<file path="src/rtl/pc_select_pkg.sv">
// Shared types and helpers for the fetch-stage PC select register.
// Holds the redirect-buffer state encoding, the sequential select code and the alignment-mask helper.
package pc_select_pkg;

   typedef enum logic {
      IDLE = 1'b0,
      PEND = 1'b1
   } state_t;

   localparam int unsigned SEL_SEQ = 0;

   // Mask of the low address bits that must be zero; callers truncate to their width.
   function automatic logic [63:0] align_mask(input int unsigned align);
      return (64'd1 << align) - 64'd1;
   endfunction

endpackage

</file>
<file path="src/rtl/mux_n_to_1.sv">
// Combinational N-way select over a flattened bus; input i occupies bits [i*WIDTH +: WIDTH].
// An out-of-range select drives zero and raises range_err instead of producing X.
module mux_n_to_1 #(
   parameter int WIDTH = 32,
   parameter int N     = 2,
   parameter int SEL_W = (N > 1) ? $clog2(N) : 1
) (
   input  logic [N*WIDTH-1:0] data_flat,
   input  logic [SEL_W-1:0]   sel,
   output logic [WIDTH-1:0]   data,
   output logic               range_err
);

   // NOTE: every output gets a default before the loop so no path leaves it unassigned (no latch).
   always_comb begin
      data      = '0;
      range_err = 1'b1;
      for (int i = 0; i < N; i++) begin
         if (sel == SEL_W'(i)) begin
            data      = data_flat[i*WIDTH +: WIDTH];
            range_err = 1'b0;
         end
      end
   end

endmodule

</file>
<file path="src/rtl/pc_select_reg.sv">
// Program-counter register with N-way next-PC select, stall handling and a one-deep redirect buffer.
// A redirect requested while stalled is held in PEND and applied on the first unstalled edge.
module pc_select_reg
   import pc_select_pkg::*;
#(
   parameter int                  WIDTH    = 32,
   parameter int                  NUM_TGT  = 4,
   parameter int                  SEL_W    = $clog2(NUM_TGT + 1),
   parameter int                  STEP     = 4,
   parameter int                  ALIGN    = 2,
   parameter logic [WIDTH-1:0]    RESET_PC = '0
) (
   input  logic                     clk,
   input  logic                     rst_n,
   input  logic [NUM_TGT*WIDTH-1:0] tgt_flat,
   input  logic [SEL_W-1:0]         sel,
   input  logic                     stall,
   output logic [WIDTH-1:0]         pc,
   output logic [WIDTH-1:0]         link,
   output logic                     redirect,
   output logic                     misalign,
   output logic                     sel_err
);

   localparam logic [WIDTH-1:0] LOW_MASK = WIDTH'(align_mask(ALIGN));
   localparam logic [WIDTH-1:0] STEP_W   = WIDTH'(STEP);

   state_t           state;
   logic [WIDTH-1:0] pend_addr;
   logic             pend_mis;

   logic [WIDTH-1:0] seq;
   logic [WIDTH-1:0] mux_out;
   logic             sel_oor;
   logic [WIDTH-1:0] tgt;
   logic             mis;
   logic             is_tgt;

   assign seq    = pc + STEP_W;
   assign tgt    = mux_out & ~LOW_MASK;
   assign mis    = |(mux_out & LOW_MASK);
   assign is_tgt = !sel_oor && (sel != SEL_W'(SEL_SEQ));

   mux_n_to_1 #(
      .WIDTH (WIDTH),
      .N     (NUM_TGT + 1),
      .SEL_W (SEL_W)
   ) u_mux (
      .data_flat (({tgt_flat, seq})),
      .sel       (sel),
      .data      (mux_out),
      .range_err (sel_oor)
   );

   // NOTE: all state uses non-blocking assignments so every register samples pre-edge values.
   always_ff @(posedge clk) begin
      if (!rst_n) begin
         pc        <= RESET_PC;
         link      <= RESET_PC + STEP_W;
         redirect  <= 1'b0;
         misalign  <= 1'b0;
         sel_err   <= 1'b0;
         state     <= IDLE;
         pend_addr <= '0;
         pend_mis  <= 1'b0;
      end else begin
         redirect <= 1'b0;
         misalign <= 1'b0;
         if (sel_oor) begin
            // Illegal select freezes everything, including a pending release.
            sel_err <= 1'b1;
         end else begin
            unique case (state)
               IDLE: begin
                  if (!stall) begin
                     if (is_tgt) begin
                        pc       <= tgt;
                        link     <= tgt + STEP_W;
                        redirect <= 1'b1;
                        misalign <= mis;
                     end else begin
                        pc   <= seq;
                        link <= seq + STEP_W;
                     end
                  end else if (is_tgt) begin
                     pend_addr <= tgt;
                     pend_mis  <= mis;
                     state     <= PEND;
                  end
               end
               PEND: begin
                  if (stall) begin
                     if (is_tgt) begin
                        pend_addr <= tgt;
                        pend_mis  <= mis;
                     end
                  end else begin
                     pc       <= pend_addr;
                     link     <= pend_addr + STEP_W;
                     redirect <= 1'b1;
                     misalign <= pend_mis;
                     state    <= IDLE;
                  end
               end
               default: state <= IDLE;
            endcase
         end
      end
   end

endmodule

</file>
<file path="config.mk">
export PLATFORM = sky130hd
export DESIGN_NAME = pc_select_reg
export DESIGN_NICKNAME = d
export VERILOG_FILES = /design/src/rtl/pc_select_pkg.sv /design/src/rtl/mux_n_to_1.sv /design/src/rtl/pc_select_reg.sv
export SDC_FILE = /design/constraint.sdc
export NUM_CORES = 1
export LEC_CHECK = 0
export CORE_ASPECT_RATIO = 1.25
export CORE_MARGIN = 2
export CORE_UTILIZATION = 48
export CTS_CLUSTER_SIZE = 16
export DETAILED_ROUTE_END_ITERATION = 7
export HOLD_SLACK_MARGIN = 0.15
export PLACE_DENSITY = 0.81
export SLEW_MARGIN = 20
export SYNTH_ARGS = -nofsm -noshare
export SYNTH_HDL_FRONTEND = slang
export SYNTH_SLANG_ARGS = --single-unit
</file>
<file path="constraint.sdc">
create_clock -name clk -period 3.5 [get_ports clk]
set_input_delay 0.35 -clock clk [delete_from_list [all_inputs] [get_ports clk]]
set_output_delay 0.35 -clock clk [all_outputs]
set_load 0.05 [all_outputs]
</file>
==> run_results.csv, run 1 <==
group,metric,value,unit
sta,finalHoldViolCount,0,
clocking,clk_latency,360,ps
setup_path,slowest_delay,670,ps
sta,hold_ws,451,ps
power,p_seq_frac,0.350,
layout,most-common-layout-cells,"196 x clkdlybuf4s50_1, 105 x buf_4, 97 x nand2_1",
setup_path,crit_slowest_cell,"or4_4",
job,maxCapViolCount,0,
power,p_per_area,359,nW/um^2
sta,finalWorstSetupSlack,238,ps
placement,dp.cells,1303,
clocking,cts_sinks,96,
clocking,cts.htree.levels,3,
setup_path,cp-start-kind,"flop",
clocking,cts_tree,"built",
drt,vias,8146,
setup_path,regToRegStartpoint,"pc[4]",
yosys,synth_ff_type,"dfxtp_1",
global_route,grt_remaining_overflow,0,
clocking,path_clk_slew,70,ps
layout,drive_gt1_frac,0.155,
hold_path,hold_path_depth,2,
layout,antennaDiodeCount,0,
drt,drc,0,
floorplanning,rows,48,
setup_path,crit_chain,"nand3_1, or4_4, nor3_1, xnor2_1, a211oi_1, nand4_1, o31a_1, a311o_1",
clocking,cts_root_buf,"clkbuf_16",
yosys,ys_seq_elements,96,
floorplanning,coreArea,13800,um^2
power,power_switching,1.29,mW
floorplanning,die_x,110,um
power,max-vdd-ir-drop,0.000318,V
placement,gp_congestion,0.934,
hold_path,hold_class,"flop to flop",
drt,drt_wl_total,25800,um
layout,final_cells,1319,
setup_path,critPathMaxFanout,8,
power,swShare,0.366,
drt,ant_nets,0,
global_route,grt_max_degree,64,
drt,drt-wirelength-per-cell,19.6,um
clocking,cts-buffers-inserted,9,
sta,worstMarginPinSlew,752,ps
yosys,synth_warnings,0,
power,pwr-share-comb,0.369,
yosys,syn_area_per_cell,7.54,um^2
power,clockPowerShare,0.281,
layout,layout_commonest_cell,"clkdlybuf4s50_1",
sta,skew,13.2,ps
setup_path,criticalPathCategory,"flop to flop",
layout,fin_nets,1275,
global_route,antenna_found_initial,0,
yosys,async_flop_share,0,
power,p_leak,3.64,nW
setup_path,r2r_cells,8,
placement,port_buffers,198,
run_status,run_status,"finished, final reports clean",
global_route,grtUsageTotal,0.343,
sta,fin_crit,3260,ps
setup_path,critPathLaunch,"pc[4]",
clocking,hold_buffers,0,
sta,relSlewSlack,0.497,
floorplanning,die_area,15100,um^2
power,p_int,2.23,mW
yosys,synth.distinct_cells,79,
hold_path,min-delay-start,"link[10]",
clocking,clk_path_buf_depth,2,
layout,area_delta_synth_final,45.0,%
floorplanning,initial_core_util,0.489,
yosys,synth-seq-area-share,0.284,
floorplanning,ioPinCount,201,
drt,drt-pass1-iter-count,6,
placement,hpwlAfterDp,19800,um
drt,viasPerCell,6.18,
clocking,cts_setup_buffers,0,
layout,fillers,1160,
floorplanning,die_y,137,um
sta,period_share,0.932,
global_route,grt_pass1_vias,7726,
global_route,grt_pass1_wl,40100,um
setup_path,end_kind,"flop",
yosys,synth_edf_count,0,
sta,clock.fmax,307,MHz
sta,slew_violations,0,
yosys,synth_cells,896,
drt,drt_iter0_drc,845,
yosys,synthesis.area,6760,um^2
sta,setup_viol,0,
setup_path,arrival,3500,ps
setup_path,cp.required,3740,ps
sta,grt_setup_unrepaired,"false",
placement,place_ws,-79.7,ps
-- metal layers --
| layer | GRT usage | up-vias | share of wire |
|---|---|---|---|
| met3 | 0.0471 | 65 | 0.084 |
| met1 | 0.453 | 3763 | 0.41 |
| met2 | 0.569 | 509 | 0.48 |
| met4 | 0.124 | 0 | 0.029 |
| met5 | 0 | - | 0 |
| li1 | - | 3809 | - |
-- flip-flops by register name (all words and copies together), names as in the netlist --
register   cells
pend_mis       1
misalign       1
sel_err        1
redirect       1
link          31
state          1
pc            30
pend_addr     30
-- power groups by stage --
stage          Clock (mW)  Sequential [mW]  Combinational [mW]
2_1_floorplan           0             1.43               0.531
3_3_place_gp            0             1.25                1.26
3_5_place_dp            0             1.25                1.27
4_1_cts             0.979             1.23                1.28
5_1_grt              1.01             1.24                1.37
6_report            0.987             1.23                1.30
-- worst max-delay path, delay by kind of cell (launching register included) --
kind	cells	cell delay, ps
AOI/OAI and AO/OA	3	1070
xor gates and xnor gates	1	160
DFF	1	420
and+or+nand+nor	4	1480
-- cells by family after synthesis --
| family | synth area share |
|---|---|
| adder cells (fa/ha/maj) | 0.00370 |
| XOR/XNOR | 0.0479 |
| flip-flops | 0.284 |
| multiplexers | 0.0431 |
| AND/OR/NAND/NOR | 0.282 |
| buffers and inverters | 0.0629 |
| AO/OA/AOI/OAI | 0.275 |
| other | 0.000555 |
-- path summary, 6_finish.rpt --
| path | endpoint | slack, ps |
|---|---|---|
| max reg2reg | link[30] | 240 |
| min reg2reg | link[10] | 450 |
| max | link[30] | 240 |
| min | link[10] | 450 |
-- final cells by class --
| type | count | area [um^2] | area share |
|---|---|---|---|
| clock buffer | 9 | 225 | 0.0230 |
| clock inverter | 7 | 60.1 | 0.00613 |
| tap | 175 | 219 | 0.0223 |
| timing repair buffer | 307 | 2840 | 0.290 |
| inverter | 21 | 78.8 | 0.00804 |
| multi-input combinational | 704 | 4450 | 0.454 |
| sequential | 96 | 1930 | 0.196 |
-- cell usage after synthesis (6+ instances only) --
cell      instances  area (um^2)
a21oi_1          60          300
mux2_2            9          101
a221oi_1          6         52.6
nand2_1          97          364
nor4_1           13         81.3
xor2_1           14          123
nand2b_1         12         75.1
mux2i_1          19          190
o21ai_0          47          235
nand3_1          29          145
xnor2_1          23          201
a31oi_1           8         50.1
clkbuf_1         36          135
or3_1            10         62.6
or2_2             6         37.5
and3_1            6         37.5
dfxtp_1          96         1920
a211oi_1         37          278
o221ai_1          8         70.1
nand4_1          15         93.8
and4_1            6         52.6
nor2_1           84          315
inv_1            20         75.1
a22oi_1          14          105
buf_4            10         75.1
buf_1            11         41.3
buf_2            19         95.1
o21a_1            7         52.6
nor2b_1          11         68.8
o31ai_1           8         60.1
nor3_1           34          170
o22ai_1           9         56.3
o31a_1            6         52.6
-- repair_timing --
| item | 4_1_cts | 5_1_grt |
|---|---|---|
| resized for setup | 0 | 5 |
| setup endpoints to repair | 0 | 6 |
| hold endpoints to repair | 0 | 0 |
-- through the flow --
step	setup TNS [ps]	area, um^2	util	power, mW
2_1_floorplan	0	6770	-	1.96
3_3_place_gp	-67.8	9490	0.687	2.51
3_5_place_dp	-160	9490	0.687	2.52
4_1_cts	0	9770	0.708	3.48
5_1_grt	0	9800	0.710	3.63
6_report	0	9800	0.710	3.51
Power figures use the tool's default switching activity.
==> run 2: changes to the inputs <==
--- a/config.mk
+++ b/config.mk
@@ -12,7 +12,6 @@
 export DETAILED_ROUTE_END_ITERATION = 7
 export HOLD_SLACK_MARGIN = 0.15
 export PLACE_DENSITY = 0.81
-export SLEW_MARGIN = 20
 export SYNTH_ARGS = -nofsm -noshare
 export SYNTH_HDL_FRONTEND = slang
 export SYNTH_SLANG_ARGS = --single-unit
==> constraint.sdc (replaced) <==
create_clock -name clk -period 3.3 [get_ports clk]
set_input_delay 0.33 -clock clk [delete_from_list [all_inputs] [get_ports clk]]
set_output_delay 0.33 -clock clk [all_outputs]
set_load 0.05 [all_outputs]
==> run 2 against run 1 <==
Count of clock-buffer cells in the layout stayed put; clock skew down 6.6 ps; non-clock buffer count rose by 35; routed wire length increased by 0.24%; first-iteration DRC count shrank 8.6%; sequential power increased by 7%.
==> run_results.csv, run 2 (synthesis gave the netlist of run 1 again) <==
group,metric,value,unit
setup_path,r2r_cells,11,
clocking,cts_root_buf,"clkbuf_16",
sta,setup_tns,0,ps
layout,fin_nets,1310,
global_route,grt_max_degree,64,
clocking,cts.htree.levels,3,
clocking,clk_latency,360,ps
setup_path,worst-path-buf-inv,1,
setup_path,crit_end,"link[24]",
layout,top_regs,"link (31), pc (30), pend_addr (30)",
floorplanning,die_area,15100,um^2
sta,finalHoldViolCount,0,
floorplanning,rows,48,
drt,ant_nets,0,
drt,drt_wl_total,25900,um
clocking,clk_path_buf_depth,2,
drt,vias,8287,
drt,drc,0,
sta,period_share,0.965,
global_route,grt_pass1_vias,7914,
layout,regArea,1940,um^2
setup_path,slowest_delay,620,ps
layout,final_cells,1354,
clocking,cts_setup_buffers,0,
setup_path,cp.depth,11,
setup_path,reg2reg_to,"link[24]",
sta,grt_setup_unrepaired,"false",
sta,clock.fmax,314,MHz
setup_path,end_kind,"flop",
clocking,cts_tree,"built",
setup_path,crit_chain,"ha_1, nand4_1, or4_4, xor2_1, a211o_1, buf_4, a311o_1, nor3_2, nand3_1, xnor2_1, o21ai_0",
drt,drt-wirelength-per-cell,19.1,um
layout,multi_input_area,4490,um^2
sta,skew,6.67,ps
global_route,grt_remaining_overflow,0,
setup_path,cp-start-kind,"flop",
power,power_switching,1.38,mW
sta,hold_ws,457,ps
clocking,cts-buffers-inserted,9,
layout,antennaDiodeCount,0,
setup_path,critical_path.top_delay_family,"simple AND/OR/NAND/NOR gates",
sta,setup_viol,0,
setup_path,arrival,3430,ps
placement,port_buffers,198,
power,p_leak,3.85,nW
power,p_per_area,375,nW/um^2
power,swShare,0.364,
setup_path,critPathLaunch,"pc[2]",
sta,slew_violations,0,
global_route,grtUsageTotal,0.345,
drt,viasPerCell,6.12,
setup_path,regToRegStartpoint,"pc[2]",
sta,fin_crit,3180,ps
global_route,antenna_found_initial,0,
setup_path,cp.required,3550,ps
floorplanning,ioPinCount,201,
layout,most-common-layout-cells,"196 x clkdlybuf4s50_1, 141 x buf_4, 97 x nand2_1",
layout,drive_gt1_frac,0.189,
run_status,run_status,"finished, final reports clean",
placement,hpwlAfterDp,20000,um
power,pwr-share-comb,0.375,
setup_path,criticalPathCategory,"flop to flop",
power,max-vdd-ir-drop,0.000278,V
power,p_seq_frac,0.346,
floorplanning,die_y,137,um
power,clockPowerShare,0.279,
setup_path,r2r_slack,120,ps
clocking,cts_sinks,96,
floorplanning,initial_core_util,0.489,
floorplanning,die_x,110,um
setup_path,crit_slowest_cell,"or4_4",
drt,drt_iter0_drc,772,
hold_path,hold_class,"flop to flop",
job,maxCapViolCount,0,
clocking,path_clk_slew,80,ps
drt,drt-pass1-iter-count,6,
placement,dp.cells,1338,
setup_path,critPathMaxFanout,6,
layout,area_delta_synth_final,49.5,%
power,p_int,2.41,mW
layout,layout_commonest_cell,"clkdlybuf4s50_1",
layout,fillers,1093,
placement,gp_congestion,0.993,
layout,largest_reg_flops,31,
layout,top_register,"link",
sta,relSlewSlack,0.452,
floorplanning,coreArea,13800,um^2
sta,worstMarginPinSlew,819,ps
global_route,grt_pass1_wl,40400,um
## run 2: cell type report
cell class              instances  area share
clock buffers                   9      0.0223
clock inverters                 7     0.00705
inverters                      21     0.00780
multi-input cells             704       0.444
flip-flops and latches         96       0.192
well taps                     175      0.0217
repair buffers                342       0.306
## run 2: power groups by stage
stage | combinational [mW] | clock, mW | sequential [mW]
6_report | 1.42 | 1.06 | 1.31
5_1_grt | 1.51 | 1.11 | 1.32
4_1_cts | 1.39 | 1.06 | 1.31
3_5_place_dp | 1.38 | 0 | 1.33
3_3_place_gp | 1.37 | 0 | 1.33
2_1_floorplan | 0.563 | 0 | 1.52
## run 2: through the flow
stage	utilization	cell area (um^2)	power [mW]	worst slack (ps)
final	0.732	10100	3.79	117
after global routing	0.732	10100	3.93	9.39
after CTS	0.728	10100	3.76	28.0
after detailed placement	0.706	9750	2.72	-233
after global placement	0.706	9750	2.70	-181
after floorplan	-	6780	2.08	3.67
## run 2: timing repair
action | CTS | global route
endpoints found under the setup margin | 1 | 7
pin swaps | 0 | 2
gates resized for setup | 1 | 10
hold buffers | 0 | 0
## run 2: worst min path at each step
| stage | slack [ps] | startpoint | end | cells past startpoint |
|---|---|---|---|---|
| final | 460 | link[13] | link[13] | 2 |
| after global placement | 440 | link[29] | link[29] | 2 |
| after detailed placement | 450 | link[13] | link[13] | 2 |
| after floorplan | 440 | pend_addr[24] | pend_addr[24] | 2 |
| after global routing | 480 | link[3] | link[3] | 2 |
| after CTS | 460 | link[13] | link[13] | 2 |
## run 2: routing by layer
metal | vias up | share of wire | global-route usage
met5 | - | 0 | 0
met4 | 0 | 0.041 | 0.158
met3 | 84 | 0.089 | 0.0395
met2 | 518 | 0.48 | 0.573
met1 | 3800 | 0.39 | 0.443
li1 | 3885 | - | -
## run 2: worst min-delay path: cells and delay by family (launching register included)
family           cells  cell delay [ps]
flip-flops           1              310
AND/OR/NAND/NOR      1               50
AO/OA/AOI/OAI        1               50
